<file path="src/rtl/jump_imm_buffer.sv">
// Jump immediate buffer: holds per-entry jump PC/target and substitutes them
// into uop operands on a one-cycle registered, ready/valid-handshaked read path.
module jump_imm_buffer #(
  parameter  int XLEN       = 64,
  parameter  int VADDR_BITS = 39,
  parameter  int DEPTH      = 16,
  parameter  int NUM_SRC    = 2,
  localparam int AW         = $clog2(DEPTH),
  localparam int DW         = XLEN * NUM_SRC
) (
  input  logic                  clock,
  input  logic                  reset,
  input  logic                  wen,
  input  logic [AW-1:0]         waddr,
  input  logic [VADDR_BITS-1:0] wpc,
  input  logic [VADDR_BITS-1:0] wtarget,
  input  logic                  flush,
  input  logic                  in_valid,
  output logic                  in_ready,
  input  logic [AW-1:0]         in_idx,
  input  logic [2*NUM_SRC-1:0]  in_srcType,
  input  logic [DW-1:0]         in_data,
  output logic                  out_valid,
  input  logic                  out_ready,
  output logic [DW-1:0]         out_data,
  output logic                  out_miss
);

  logic [VADDR_BITS-1:0] pc_q  [DEPTH];
  logic [VADDR_BITS-1:0] tgt_q [DEPTH];
  logic [DEPTH-1:0]      valid_q, valid_d;
  logic                  out_valid_q, out_valid_d;
  logic                  out_miss_q, out_miss_d;
  logic [DW-1:0]         out_data_q, out_data_d;

  logic                  accept;
  logic                  write_en;
  logic                  bypass_hit;
  logic [VADDR_BITS-1:0] rd_pc, rd_tgt;
  logic [DW-1:0]         subst_data;
  logic                  srctype_unused;

  // Only source 0's full type and source 1's low bit steer substitution.
  assign srctype_unused = ^in_srcType;

  assign in_ready   = !out_valid_q || out_ready;
  assign accept     = in_valid && in_ready && !flush;
  assign write_en   = wen && !flush;
  assign bypass_hit = write_en && (waddr == in_idx);
  assign rd_pc      = bypass_hit ? wpc     : pc_q[in_idx];
  assign rd_tgt     = bypass_hit ? wtarget : tgt_q[in_idx];

  // NOTE: every always_comb output gets a default first so no path infers a latch.
  always_comb begin
    subst_data = in_data;
    if (in_srcType[1:0] == 2'b01)
      subst_data[XLEN-1:0] = {{(XLEN-VADDR_BITS){rd_pc[VADDR_BITS-1]}}, rd_pc};
    if (in_srcType[2])
      subst_data[XLEN +: XLEN] = {{(XLEN-VADDR_BITS){1'b0}}, rd_tgt};
  end

  always_comb begin
    valid_d     = valid_q;
    out_valid_d = out_valid_q;
    out_data_d  = out_data_q;
    out_miss_d  = out_miss_q;
    if (flush) begin
      // A flush drops the presented result even if it is being consumed.
      valid_d     = '0;
      out_valid_d = 1'b0;
    end else begin
      if (write_en)
        valid_d[waddr] = 1'b1;
      if (accept) begin
        out_valid_d = 1'b1;
        out_data_d  = subst_data;
        out_miss_d  = !(bypass_hit || valid_q[in_idx]);
      end else if (out_ready) begin
        out_valid_d = 1'b0;
      end
    end
  end

  // NOTE: sequential state uses non-blocking assignments so all registers update together.
  always_ff @(posedge clock) begin
    if (reset) begin
      valid_q     <= '0;
      out_valid_q <= 1'b0;
      out_data_q  <= '0;
      out_miss_q  <= 1'b0;
    end else begin
      valid_q     <= valid_d;
      out_valid_q <= out_valid_d;
      out_data_q  <= out_data_d;
      out_miss_q  <= out_miss_d;
    end
  end

  // NOTE: pc/target storage is deliberately not reset; the valid bits gate its use.
  always_ff @(posedge clock) begin
    if (!reset && write_en) begin
      pc_q[waddr]  <= wpc;
      tgt_q[waddr] <= wtarget;
    end
  end

  assign out_valid = out_valid_q;
  assign out_data  = out_data_q;
  assign out_miss  = out_miss_q;

endmodule

</file>
<file path="config.mk">
export PLATFORM = sky130hd
export DESIGN_NAME = jump_imm_buffer
export DESIGN_NICKNAME = d
export VERILOG_FILES = /design/src/rtl/jump_imm_buffer.sv
export SDC_FILE = /design/constraint.sdc
export NUM_CORES = 2
export LEC_CHECK = 0
export BUFFER_PORTS_ARGS = -buffer_cell sky130_fd_sc_hd__buf_2
export CORE_UTILIZATION = 50
export DETAILED_ROUTE_END_ITERATION = 8
export PLACE_DENSITY = 0.79
export REMOVE_ABC_BUFFERS = 1
export SETUP_SLACK_MARGIN = 0.15
export SLEW_MARGIN = 20
export SYNTH_ARGS = -nofsm -noshare
export SYNTH_HDL_FRONTEND = slang
export SYNTH_SLANG_ARGS = --single-unit
</file>
<file path="constraint.sdc">
create_clock -name clock -period 13.8 [get_ports clock]
set_input_delay 1.38 -clock clock [delete_from_list [all_inputs] [get_ports clock]]
set_output_delay 1.38 -clock clock [all_outputs]
set_load 0.01 [all_outputs]
</file>
# == Word level (Yosys, flattened, before mapping) ==
# Memories as Yosys holds them, arrays and structs flattened.
# Cells that the tools add are included.
# classes
n_lt_le_gt_ge,3
eq_ne,2
muxes,12
n_bitwise,2
reduce_logical,15
# op_table
op,count
$mux 64,2
$mux 39,2
$or 16x16->16,1
$lt 4x5->1 const B,2
$logic_and 1x1->1,6
$mux 1,6
$bmux 1 s4,1
$demux 1 s4,1
$eq 4x4->1,1
$ge 4x1->1 const B,1
$logic_not 1->1,4
$eq 2x1->1 const B,1
$logic_or 1x1->1,2
$reduce_and 2->1,1
$reduce_bool 2->1,1
$reduce_or 2->1,1
$not 1->1,1
# word_totals
reg_bits,146
ramBits,1248
wordCells,40
n_memories,2
# mem_list
name,depth,word_bits,rd,rd_ports_with_merged_regs,wr,line,source
pc_q,16,39,1,0,1,29,logic [VADDR_BITS-1:0] pc_q [DEPTH];
tgt_q,16,39,1,0,1,30,logic [VADDR_BITS-1:0] tgt_q [DEPTH];

# == Logic depth before layout (Yosys ltp) ==
# logic_depth
depth_word,5
ltp_mapped,9

# == Worst setup path before layout ==
# OpenSTA, ideal clock, no wires.
# synth_path
path_type,input port to flip-flop
startpoint,input reset
endpoint,memory pc_q[3][0] (enable)
t_arrival_ps,5415
setup_slack_ps,7870
cell_stages,5
path_buffers,2
path_cell_list,buf_1 > clkinv_1 > clkbuf_1 > nand3_1 > nor2_1
# synth_via
elab_chain_len,4
# synth_rtl
item,line,source
from (decl),12,"input logic reset,"
$logic_not 1->1,101,if (!reset && write_en) begin
$logic_and 1x1->1,101,
$mux 1,101,
$mux 1 (not written as such),102,pc_q[waddr] <= wpc;
to (decl),29,
# No other way between the ends.

# == Worst setup path in the final report ==
# layout_path
startpoint,input in_idx[0]
endpoint,register out_data_q[28] (netlist: out_data[28])
# layout_via
elab_chain_len,4
# layout_rtl
item,line,source
from (decl),20,"input logic [AW-1:0] in_idx,"
branches (longest 2 deep; another with $mem_v2 16x39),n/a,
$mux 39 (*),50,assign rd_pc = bypass_hit ? wpc : pc_q[in_idx];
$mux 64 (*),56,if (in_srcType[1:0] == 2'b01)
to (signal assigned),94,out_data_q <= out_data_d;
to (decl),34,"logic [DW-1:0] out_data_q, out_data_d;"
# Every way passes the cells marked *.
# A chain may end at the register's enable or synchronous reset.

==> flow_summary_export.csv <==
group,metric,value,unit
synth,avgSynthCellArea,21.0,µm²
timing,rsz0062_at_grt,"no",
die,core,104000,µm²
global_route,grt_pass1_wl,187000,µm
final_layout,layout.cells.most_common,"edfxtp_1",
global_route,grt_pass1_vias,28272,
run_status,outcome,"finished, final reports clean",
placement,io_buffers,353,
final_layout,layoutNonFillerInstCount,4380,
detailed_routing,antenna_left,0,
synth,netlist.area_leader.share,71.0,%
timing,max_slew_margin,19.8,%
critical_path,path_class,"in -> reg",
timing,fmax,200,MHz
critical_path,path_max_fanout,51,
synth,synth-main-ff-cell,"edfxtp_1",
global_route,grtUsageTotal,24.2,%
placement,routabilityCongestion,0.750,
clocking,postCtsSetupRepairBufs,0,
clocking,cts_tree,"built",
synth,synth-seq-area-share,76.5,%
timing,drv_slew,0,
power_and_ir_drop,leakage,19.8,nW
detailed_routing,num_vias,27928,
timing,tightest_slew,1.20,ns
timing,hold_violations,0,
detailed_routing,dr.pass1.iters,5,
critical_path,worstPathRequired,14.38,ns
clocking,cts_buffer_depth,3,
placement,dp.final_hpwl,65800,µm
placement,dpl.cell_count,4123,
die,start_util,50.7,%
global_route,grt.overflow.total,0,
clocking,postCtsHoldBufs,0,
timing,final-setup-viol-count,0,
detailed_routing,drt-total-wl,130000,µm
critical_path,end_kind,"register",
timing,clock_skew,0.0361,ns
final_layout,layout_common_cells,"edfxtp_1, buf_2, mux4_2",
power_and_ir_drop,powerDensity,146,nW/µm²
synth,yosys_warnings,0,
power_and_ir_drop,max-vdd-ir-drop,0.0917,mV
synth,synth_cell_types,44,
timing,period_needed,5.01,ns
clocking,cts.sinks,1394,
final_layout,final_nets,3110,
die,die_w,327,µm
detailed_routing,wl_per_cell,29.6,µm
hold_path,hp-class,"reg -> reg",
die,die-height,327,µm
global_route,grt_max_degree,134,
critical_path,cp.arrival,5.59,ns
clocking,path_clk_slew,0.06,ns
timing,fin_crit_sh,36.3,%
detailed_routing,drtIter0Drc,3326,
final_layout,drive_gt1_share,32.6,%
die,die_area,107000,µm²
synth,synth_async_sr_flop_share,0,%
final_layout,area_growth,14.6,%
detailed_routing,drc_errors,0,
detailed_routing,routed_via_density,6.38,
clocking,ctsResizeCount,0,
synth,yosysTopAreaCell,"edfxtp_1",
die,io_pins,355,
clocking,htree_num_levels,4,
synth,synth_enable_flop_cells,1248,
synth,syn_area,52800,µm²
synth,syn_inst,2515,
die,rows,118,
flow_run,max_cap_violations,0,
global_route,antenna_found_initial,10,
clocking,insertion_delay,0.76,ns
clocking,cts_buffers,137,
clocking,root_buffer,"clkbuf_16",
timing,fin_setup_tns,0,ns
synth,synth_area_leaders,"edfxtp_1, mux4_2, dfxtp_1, a221oi_1, a22o_1",
synth,synth-seq-cells,1394,
critical_path,crit_path_start_kind,"input pin",
==> critical path: stages <==
cell and delay (ns):
buf_8 0.44, buf_4 0.54, buf_6 0.66, buf_4 0.80, mux4_2 0.60, a22o_1 0.29, a221oi_1 0.60, a221oi_1 0.17
==> Yosys cell counts, types with 2 or more instances <==
master     number
buf_6          16
xor2_1          4
nand3b_1       27
nor2_1         78
buf_12          2
a21oi_1        38
or2_2           2
nand3_1         3
edfxtp_1     1248
buf_4          17
o21ai_0        39
a221oi_1      115
nand4_1         2
clkbuf_4        2
clkbuf_1       93
nand2_1        33
or3_1          40
nand2b_1        2
inv_1          40
o221a_2        26
dfxtp_1       146
buf_2          42
nor2b_1         7
a31oi_1         4
o221ai_1       38
mux4_2        315
a22o_1         78
a2111oi_0      39
and3_1          2
buf_1           3
==> where the power goes <==
part           switching, W  leakage (nW)  internal (W)
clock               0.00158          2.16       0.00211
sequential        0.0000194          12.4       0.00464
combinational      0.000273          5.17      0.000181
total               0.00188          19.8       0.00693
==> area by class of cell <==
type,instances,area (µm²)
well taps,1380,1730
fillers,7170,43500
repair buffers,408,2300
flip-flops and latches,1394,40400
multi-input cells,904,11500
clock inverters,53,576
clock buffers,198,3880
inverters,41,154
diodes,2,5.00
==> logic make-up after synthesis <==
group	synth area share (%)
AOI/OAI and AO/OA	5.91
DFF	76.5
xor gates and xnor gates	0.0663
buffers and inverters	2.09
muxes	13.5
and+or+nand+nor	1.95
==> sequential cells by signal, indices dropped and copies added, names as in the netlist <==
| register | flops |
|---|---|
| out_data | 128 |
| pc_q | 624 |
| tgt_q | 624 |
| out_miss | 1 |
| valid_q | 16 |
| out_valid | 1 |
==> worst paths after layout <==
check / start / end / slack, ns / depth (start not counted)
worst max-delay path: in_idx[0] / out_data[28] / 8.79 / 8
worst min-delay path: out_data[122] / out_data[122] / 0.45 / 2
worst max register to register: out_valid / out_data[49] / 10.71 / 8
worst min register to register: out_data[122] / out_data[122] / 0.45 / 2
==> per-stage QoR <==
step	hold slack [ns]	area, µm²	total power (W)	util, %	worst slack [ns]
final	0.447	60500	0.00881	58.2	8.79
after global routing	0.462	60500	0.00906	58.2	8.37
after CTS	0.454	60400	0.00886	58.1	8.20
after detailed placement	0.444	56000	0.00520	53.8	7.40
after global placement	0.437	56000	0.00518	53.8	7.66
after floorplan	0.431	51900	0.00496	-	5.70
==> routing by layer <==
layer	vias to the layer above	global-route usage, %	share of wire (%)
li1	11451	-	-
met1	14591	32.9	38
met2	1662	38.9	49
met3	212	5.90	10
met4	12	7.79	2.3
met5	-	0	0.063
No activity file was read; power rests on OpenSTA's default activity.
